## src/rtl/farrow_nco_ctrl.sv

```systemverilog
// Interpolation controller feeding a Farrow interpolator: a modulo-1 NCO
// tags every forwarded sample with mu and flags true resampled outputs.
module farrow_nco_ctrl #(
    parameter int          STROBE_DLY = 4,
    parameter logic [16:0] STEP_RST   = 17'd16384
) (
    input  logic        clk,
    input  logic        rst,
    input  logic        enable_in,
    input  logic [15:0] data_in,
    input  logic [16:0] step_in,
    input  logic        step_load,
    input  logic        sync_in,
    output logic [15:0] data_out,
    output logic [15:0] mu_out,
    output logic        enable_out,
    output logic        strobe_out
);

    localparam logic [16:0] ONE     = 17'd16384;
    localparam logic [16:0] STEP_HI = 17'd32767;

    logic [16:0] acc_q, acc_d;
    logic [16:0] step_act_q, step_act_d;
    logic [16:0] step_pend_q, step_pend_d;
    logic [15:0] data_q, data_d;
    logic [15:0] mu_q, mu_d;
    logic        en_q;
    logic [16:0] ce;
    logic [16:0] step_clamped;
    logic        strobe_now;

    logic [STROBE_DLY:0] strb_sr_q;
    logic [STROBE_DLY:0] en_sr_q;

    always_comb begin
        ce         = sync_in ? 17'd0 : acc_q;
        strobe_now = (ce < ONE);

        step_clamped = step_in;
        if (step_in < ONE) begin
            step_clamped = ONE;
        end else if (step_in > STEP_HI) begin
            step_clamped = STEP_HI;
        end

        step_pend_d = step_load ? step_clamped : step_pend_q;
        step_act_d  = step_act_q;
        acc_d       = ce;
        data_d      = data_q;
        mu_d        = mu_q;

        if (enable_in) begin
            data_d = data_in;
            if (strobe_now) begin
                // Old step_act drives this update; the pending step takes over
                // only at a strobe so mu never jumps mid-interval.
                acc_d      = ce + step_act_q - ONE;
                mu_d       = {2'b00, ce[13:0]};
                step_act_d = step_pend_d;
            end else begin
                acc_d = ce - ONE;
            end
        end
    end

    always_ff @(posedge clk or posedge rst) begin
        if (rst) begin
            acc_q       <= '0;
            step_act_q  <= STEP_RST;
            step_pend_q <= STEP_RST;
            data_q      <= '0;
            mu_q        <= '0;
            en_q        <= 1'b0;
        end else begin
            acc_q       <= acc_d;
            step_act_q  <= step_act_d;
            step_pend_q <= step_pend_d;
            data_q      <= data_d;
            mu_q        <= mu_d;
            en_q        <= enable_in;
        end
    end

    // Stage 0 lines up with enable_out; the tail lines up with the Farrow output.
    always_ff @(posedge clk or posedge rst) begin
        if (rst) begin
            strb_sr_q[0] <= 1'b0;
            en_sr_q[0]   <= 1'b0;
        end else begin
            strb_sr_q[0] <= enable_in & strobe_now;
            en_sr_q[0]   <= enable_in;
        end
    end

    generate
        for (genvar gi = 1; gi <= STROBE_DLY; gi++) begin : g_dly
            always_ff @(posedge clk or posedge rst) begin
                if (rst) begin
                    strb_sr_q[gi] <= 1'b0;
                    en_sr_q[gi]   <= 1'b0;
                end else begin
                    strb_sr_q[gi] <= strb_sr_q[gi-1];
                    en_sr_q[gi]   <= en_sr_q[gi-1];
                end
            end
        end
    endgenerate

    assign data_out   = data_q;
    assign mu_out     = mu_q;
    assign enable_out = en_q;
    assign strobe_out = strb_sr_q[STROBE_DLY] & en_sr_q[STROBE_DLY];

endmodule
```

## config.mk

```make
export PLATFORM = sky130hd
export DESIGN_NAME = farrow_nco_ctrl
export DESIGN_NICKNAME = d
export VERILOG_FILES = /design/src/rtl/farrow_nco_ctrl.sv
export SDC_FILE = /design/constraint.sdc
export NUM_CORES = 1
export LEC_CHECK = 0
export ABC_AREA = 1
export CAP_MARGIN = 5
export CORE_ASPECT_RATIO = 0.6
export CORE_UTILIZATION = 55
export DETAILED_ROUTE_END_ITERATION = 10
export PLACE_DENSITY = 0.81
export SETUP_SLACK_MARGIN = 0.02
export SLEW_MARGIN = 20
export SYNTH_ARGS = -nofsm -noshare
export SYNTH_HDL_FRONTEND = slang
export SYNTH_SLANG_ARGS = --single-unit
export TNS_END_PERCENT = 30
```

## constraint.sdc

```tcl
create_clock -name clk -period 7.2 [get_ports clk]
set_clock_uncertainty 0.05 [all_clocks]
set_input_delay 1.8 -clock clk [delete_from_list [all_inputs] [get_ports clk]]
set_output_delay 1.8 -clock clk [all_outputs]
set_load 0.005 [all_outputs]
```

==> run_results.csv, run 1 <==
group,metric,value,unit
die,die_h,72.8,µm
clock_tree,cts_tree,"built",
synthesis,synth_top_cell_by_area,"sky130_fd_sc_hd__dfrtp_1",
worst_setup_path,timing_worst_setup_path_type,"in -> reg",
die,floorplan.die_area,8740,µm²
global_route,grt_antenna_before_repair,0,
pwr,ir_worst_vdd,0.000170,V
die,floorplan.rows,25,
clock_tree,ctsHoldBuffers,0,
layout,fin_cells,754,
timing,layout_worst_path_cycle_share,0.633,
placed_design,dp.final_hpwl,7420,µm
synthesis,synth.yosys.seq_area_share,0.496,
drt,met3RoutedLength,641,µm
min_path,min_path_type,"reg -> reg",
drt,detailedRoute.firstIterationViolations,290,
drt,drc,0,
die,initial_core_util,0.576,
worst_setup_path,worst-r2r-cell-count,15,
synthesis,synth_seq_cells,91,
layout,nFillCells,639,
layout,finish.utilization,0.711,
synthesis,yosys_warnings,0,
synthesis,post_synth_instance_area,4600,µm²
clock_tree,post_cts_resize_count,0,
pwr,pwr-share-seq,0.358,
pwr,static_leakage_power,0.00307,µW
clock_tree,tritoncts.num_buffers,9,
timing,worst_slew_margin_rel,0.463,
drt,antenna_violating_nets_post_route,0,
min_path,min_path_cells,0,
placed_design,numPlacedInstances,738,
placed_design,placedInstanceArea,5340,µm²
worst_setup_path,worst_setup_path_start_kind,"input pin",
clock_tree,path_clk_slew,0.06,ns
drt,wirelength_met1,5110,µm
synthesis,synth_top_cells_by_count,"sky130_fd_sc_hd__nand2_1 (240), sky130_fd_sc_hd__dfrtp_1 (89), sky130_fd_sc_hd__inv_1 (62)",
drt,wirelength,10400,µm
timing,shortest_period_the_worst_path_allows,4.56,ns
synthesis,synth_area_leaders,"sky130_fd_sc_hd__dfrtp_1 (48%), sky130_fd_sc_hd__nand2_1 (20%), sky130_fd_sc_hd__ha_1 (8.7%), sky130_fd_sc_hd__inv_1 (5.1%), sky130_fd_sc_hd__nor2_1 (3.6%)",
synthesis,number_of_enable_flip_flop_cells_after_synthesis,0,
run,cap_violations,0,
pwr,p_int,1270,µW
placed_design,port_buffers,69,
global_route,grt_start_max_net_pins,89,
clock_tree,cts-root-buf,"sky130_fd_sc_hd__clkbuf_16",
layout,number_of_inserted_diodes,0,
synthesis,synth_most_common_cell,"sky130_fd_sc_hd__nand2_1",
timing,final_max_slew_viol_count,0,
drt,top_layer_used,"met4",
clock_tree,max-clock-path-buffers,2,
pwr,switchingPower,739,µW
placed_design,routabilityCongestion,0.995,
drt,route.detailed.vias_per_inst,5.12,
timing,totalNegativeSetupSlack,0,ns
pwr,netSwitchingFraction,0.367,
synthesis,avgSynthCellArea,7.96,µm²
pwr,power.clock.fraction,0.253,
synthesis,async_flop_share,1.00,
drt,detailroute.via_count,3860,
die,die_w,120,µm
worst_setup_path,crit_arrival,4.74,ns
synthesis,post-synth-top-area-fraction,0.485,
die,coreArea,7980,µm²
layout,share_of_final_layout_standard_cells_stronger_than_drive_strength_1,0.0495,
timing,max_freq,219,MHz
drt,drt_pre_antenna_iters,7,
synthesis,synth.lib_cells_used.distinct,29,
timing,final-hold-violation-count,0,
synthesis,synth_ff_type,"sky130_fd_sc_hd__dfrtp_1",
layout,area.growth.synth_to_final,23.3,%
global_route,all_layer_global_routing_usage,0.262,
clock_tree,cts_htree_levels,3,
synthesis,post_synth_inst_count,577,
drt,wl_per_cell,13.8,µm
clock_tree,post-cts-setup-buffers,0,
clock_tree,tritoncts_num_sinks,91,
worst_setup_path,critical_path_peak_fanout,49,
timing,setup_violations,0,
pwr,cellPowerDensity,355,nW/µm²
layout,nNetsFinal,712,
worst_setup_path,setup.worst_path.end_class,"register",
pwr,comb_power_share,0.388,
timing,grt_setup_unrepaired,"false",
status,status,"completed",
global_route,vias_in_the_first_global_route,3574,
worst_setup_path,timing.critical_path.required,7.38,ns
clock_tree,clock_insertion_delay_worst_skew,0.34,ns
global_route,congestion_overflow_gr,0,
die,top_level_ports,72,
layout,final_design_area_no_fill,5670,µm²
timing,timing_worst_slew_pin_value,0.804,ns
drt,wl_met2,4500,µm
global_route,wire_length_of_the_first_global_routing_pass,17200,µm
[final cells by class]
type / instances / area, µm² / share of cell area
Clock inverter: 7 / 101 / 0.0179
Multi-Input combinational cell: 404 / 1980 / 0.349
Sequential cell: 91 / 2280 / 0.402
Inverter: 64 / 241 / 0.0426
Timing Repair Buffer: 71 / 709 / 0.125
Tap cell: 108 / 135 / 0.0238
Clock buffer: 9 / 225 / 0.0397
[metal layers]
| metal | vias up | track usage |
|---|---|---|
| li1 | 1897 | - |
| met1 | 1836 | 0.379 |
| met2 | 109 | 0.383 |
| met3 | 18 | 0.0727 |
| met4 | 0 | 0.0819 |
| met5 | - | 0 |
[power groups by stage]
stage	Combinational (µW)	Sequential (µW)	Clock [µW]
after floorplan	527	712	0
after global placement	733	725	0
after detailed placement	756	729	0
after CTS	773	721	518
after global routing	883	735	536
final	781	721	509
[sequential cells by signal, indices dropped and copies added, names as in the netlist]
register and cells:
acc_q 17, data_out 16, en_sr_q 5, mu_out 14
step_act_q 17, step_pend_q 17, strb_sr_q 5
[final timing paths]
check / start / end / slack [ns]
min reg2reg: en_sr_q[2]$_DFF_PP0_ / en_sr_q[3]$_DFF_PP0_ / 0.30
max reg2reg: acc_q[1]$_DFF_PP0_ / acc_q[15]$_DFF_PP0_ / 4.71
max: enable_in / acc_q[7]$_DFF_PP0_ / 2.64
max in group asynchronous: rst / data_out[9]$_DFFE_PP0P_ / 4.55
min: en_sr_q[2]$_DFF_PP0_ / en_sr_q[3]$_DFF_PP0_ / 0.30
min in group asynchronous: rst / strb_sr_q[4]$_DFF_PP0_ / 1.58
[cells by family (layout without fill, tap and decap cells)]
family	Yosys count	count (layout)	share of synthesized area
adder cells (fa/ha/maj)	33	33	0.0915
XOR/XNOR	6	6	0.0114
AND/OR/NAND/NOR	319	319	0.275
flip-flops	91	91	0.496
buffers and inverters	83	151	0.0749
AO/OA/AOI/OAI	44	44	0.0501
other	1	2	0.000816
[layout by cell type (no fill, tap or decap), types with 2 or more instances in the layout]
| cell | n |
|---|---|
| sky130_fd_sc_hd__clkdlybuf4s50_1 | 69 |
| sky130_fd_sc_hd__and2_1 | 4 |
| sky130_fd_sc_hd__nand4_1 | 2 |
| sky130_fd_sc_hd__o21ai_2 | 2 |
| sky130_fd_sc_hd__conb_1 | 2 |
| sky130_fd_sc_hd__nand2_2 | 2 |
| sky130_fd_sc_hd__ha_1 | 32 |
| sky130_fd_sc_hd__dfrtp_1 | 89 |
| sky130_fd_sc_hd__xor2_1 | 5 |
| sky130_fd_sc_hd__clkbuf_16 | 9 |
| sky130_fd_sc_hd__nor2_1 | 44 |
| sky130_fd_sc_hd__inv_2 | 2 |
| sky130_fd_sc_hd__a21oi_1 | 13 |
| sky130_fd_sc_hd__o21ai_1 | 3 |
| sky130_fd_sc_hd__inv_1 | 61 |
| sky130_fd_sc_hd__clkinvlp_4 | 2 |
| sky130_fd_sc_hd__nand3_1 | 19 |
| sky130_fd_sc_hd__or2_2 | 4 |
| sky130_fd_sc_hd__dfstp_2 | 2 |
| sky130_fd_sc_hd__nand2_1 | 240 |
| sky130_fd_sc_hd__clkinv_4 | 2 |
| sky130_fd_sc_hd__bufinv_16 | 2 |
| sky130_fd_sc_hd__o21ai_0 | 25 |
[worst max-delay path: stages]
cell and delay, ns:
sky130_fd_sc_hd__clkdlybuf4s50_1 0.85, sky130_fd_sc_hd__inv_1 0.53, sky130_fd_sc_hd__nor2_4 0.20, sky130_fd_sc_hd__buf_4 0.42, sky130_fd_sc_hd__inv_2 0.46, sky130_fd_sc_hd__a21oi_1 0.23, sky130_fd_sc_hd__o21ai_1 0.08, sky130_fd_sc_hd__o21ai_1 0.08
sky130_fd_sc_hd__inv_1 0.06
[metrics by stage]
stage / total power (µW) / hold WS, ns / setup WS (ns)
finish: 2010 / 0.299 / 2.64
global route: 2150 / 0.304 / 2.34
CTS: 2010 / 0.298 / 2.64
detailed placement: 1480 / 0.285 / 2.28
global placement: 1460 / 0.282 / 2.35
floorplan: 1240 / 0.281 / 2.99
Power figures use the tool's default switching activity.
==> run 2, diff against run 1 <==
--- a/config.mk
+++ b/config.mk
@@ -8,9 +8,9 @@
 export ABC_AREA = 1
 export CAP_MARGIN = 5
 export CORE_ASPECT_RATIO = 0.6
-export CORE_UTILIZATION = 55
+export CORE_UTILIZATION = 54
 export DETAILED_ROUTE_END_ITERATION = 10
-export PLACE_DENSITY = 0.81
+export PLACE_DENSITY = 0.8
 export SETUP_SLACK_MARGIN = 0.02
 export SLEW_MARGIN = 20
 export SYNTH_ARGS = -nofsm -noshare
==> constraint.sdc (replaced) <==
create_clock -name clk -period 4.22 [get_ports clk]
set_clock_uncertainty 0.05 [all_clocks]
set_input_delay 1.055 -clock clk [delete_from_list [all_inputs] [get_ports clk]]
set_output_delay 1.055 -clock clk [all_outputs]
set_load 0.005 [all_outputs]
==> run 2 against run 1 <==
Die area rose by 1.8%. Flip-flop and latch count is the same. Combinational power is 68% higher. Worst setup slack lost 2.0 ns. Critical path depth increased by 4. Hold slack lost 0.0054 ns. Final area increased by 0.53%. Routed wire length fell by 1.4%. Largest cell class unchanged.
==> run_results.csv, run 2 (synthesis results as in run 1) <==
group,metric,value,unit
timing,worst_slew_margin_rel,0.632,
layout,nNetsFinal,717,
timing,max_freq,281,MHz
pwr,pwr-share-seq,0.367,
placed_design,port_buffers,69,
drt,drt_pre_antenna_iters,5,
die,coreArea,8070,µm²
timing,shortest_period_the_worst_path_allows,3.56,ns
layout,share_of_final_layout_standard_cells_stronger_than_drive_strength_1,0.0568,
worst_setup_path,crit_arrival,3.74,ns
die,initial_core_util,0.569,
clock_tree,ctsHoldBuffers,0,
timing,layout_worst_path_cycle_share,0.843,
pwr,netSwitchingFraction,0.368,
worst_setup_path,max_stage_delay,0.60,ns
clock_tree,cts_htree_levels,3,
global_route,grt_antenna_before_repair,0,
clock_tree,path_clk_slew,0.07,ns
worst_setup_path,cpMostUsedCell,"sky130_fd_sc_hd__nand2_1",
worst_setup_path,crit_path_cell_trace,"clkdlybuf4s50_1 > buf_4 > nor2_1 > ha_1 > ha_1 > nand2_1 > nor2_1 > and2_1 > nand2_1 > nand3_1 > nand3_1 > nand2_1 > nand2_1",
status,status,"completed",
worst_setup_path,critPathSlowestCell,"sky130_fd_sc_hd__clkdlybuf4s50_1",
die,floorplan.die_area,8900,µm²
worst_setup_path,setup.worst_path.end_class,"register",
layout,fin_cells,759,
worst_setup_path,rrSetupSlack,1.85,ns
drt,antenna_violating_nets_post_route,0,
run,cap_violations,0,
clock_tree,clock_insertion_delay_worst_skew,0.34,ns
worst_setup_path,timing.critical_path.required,4.41,ns
global_route,congestion_overflow_gr,0,
drt,wirelength,10300,µm
global_route,wire_length_of_the_first_global_routing_pass,17300,µm
timing,setup_violations,0,
worst_setup_path,timing_worst_setup_path_type,"in -> reg",
layout,layout.cells.most_common_list,"sky130_fd_sc_hd__nand2_1 (240), sky130_fd_sc_hd__dfrtp_1 (89), sky130_fd_sc_hd__clkdlybuf4s50_1 (69)",
worst_setup_path,critical_path_peak_fanout,8,
pwr,static_leakage_power,0.00309,µW
placed_design,dp.final_hpwl,7670,µm
pwr,ir_worst_vdd,0.000345,V
min_path,min_path_type,"reg -> reg",
global_route,all_layer_global_routing_usage,0.259,
drt,detailroute.via_count,3801,
worst_setup_path,worst_path_dominant_cell_family,"simple AND/OR/NAND/NOR gates",
pwr,switchingPower,1240,µW
placed_design,routabilityCongestion,0.847,
layout,area.growth.synth_to_final,24.0,%
clock_tree,post-cts-setup-buffers,0,
layout,largest_registers,"acc_q (17), step_act_q (17), step_pend_q (17)",
global_route,grt_start_max_net_pins,92,
drt,route.detailed.vias_per_inst,5.01,
timing,grt_setup_unrepaired,"false",
drt,wl_per_cell,13.6,µm
timing,totalNegativeSetupSlack,0,ns
clock_tree,max-clock-path-buffers,2,
timing,final-hold-violation-count,0,
die,die_w,121,µm
die,die_h,73.5,µm
drt,detailedRoute.firstIterationViolations,221,
pwr,comb_power_share,0.388,
clock_tree,post_cts_resize_count,0,
worst_setup_path,crit_buf_inv,2,
pwr,cellPowerDensity,592,nW/µm²
layout,number_of_inserted_diodes,0,
die,top_level_ports,72,
clock_tree,tritoncts.num_buffers,9,
pwr,p_int,2130,µW
global_route,vias_in_the_first_global_route,3549,
layout,layout_commonest_cell,"sky130_fd_sc_hd__nand2_1",
timing,final_max_slew_viol_count,0,
clock_tree,tritoncts_num_sinks,91,
pwr,power.clock.fraction,0.245,
drt,drc,0,
clock_tree,cts-root-buf,"sky130_fd_sc_hd__clkbuf_16",
die,floorplan.rows,25,
worst_setup_path,worst_setup_path_start_kind,"input pin",
timing,timing_worst_slew_pin_value,0.551,ns
clock_tree,cts_tree,"built",
placed_design,numPlacedInstances,743,
[run 2: stage by stage]
stage / util / hold WS, ns / worst slack [ns] / cell area, µm² / power [µW]
floorplan: - / 0.281 / 0.755 / 4600 / 2110
global placement: 0.668 / 0.283 / 0.461 / 5390 / 2500
detailed placement: 0.668 / 0.285 / 0.396 / 5390 / 2550
CTS: 0.706 / 0.298 / 0.728 / 5700 / 3390
global route: 0.706 / 0.303 / 0.492 / 5700 / 3640
finish: 0.706 / 0.294 / 0.664 / 5700 / 3370
[run 2: final timing paths]
kind                                                  end  cells after the start                    from
worst max register to register         acc_q[9]$_DFF_PP0_                     13      acc_q[1]$_DFF_PP0_
worst min register to register     strb_sr_q[2]$_DFF_PP0_                      0  strb_sr_q[1]$_DFF_PP0_
worst max-delay path                  acc_q[14]$_DFF_PP0_                     13                 sync_in
max in group asynchronous       step_pend_q[14]$_DFF_PP1_                      3                     rst
worst min-delay path               strb_sr_q[2]$_DFF_PP0_                      0  strb_sr_q[1]$_DFF_PP0_
min in group asynchronous          strb_sr_q[3]$_DFF_PP0_                      3                     rst
[run 2: layout make-up]
type | count | area (µm²)
Sequential cell | 91 | 2280
Clock buffer | 10 | 239
Clock inverter | 6 | 71.3
Tap cell | 108 | 135
Fill cell | 658 | 2370
Multi-Input combinational cell | 404 | 1980
Timing Repair Buffer | 76 | 756
Inverter | 64 | 241
[run 2: power groups by stage]
stage	clock network [µW]	logic, µW	registers (µW)
2_1_floorplan	0	899	1220
3_3_place_gp	0	1260	1240
3_5_place_dp	0	1300	1250
4_1_cts	845	1310	1240
5_1_grt	877	1510	1260
6_report	827	1310	1240
[run 2: layer usage]
metal / GRT usage / vias to the layer above / share of wire
met4: 0.0631 / 0 / 0.0086
met2: 0.373 / 114 / 0.42
li1: - / 1907 / -
met5: 0 / - / 0
met1: 0.383 / 1770 / 0.50
met3: 0.0776 / 10 / 0.068
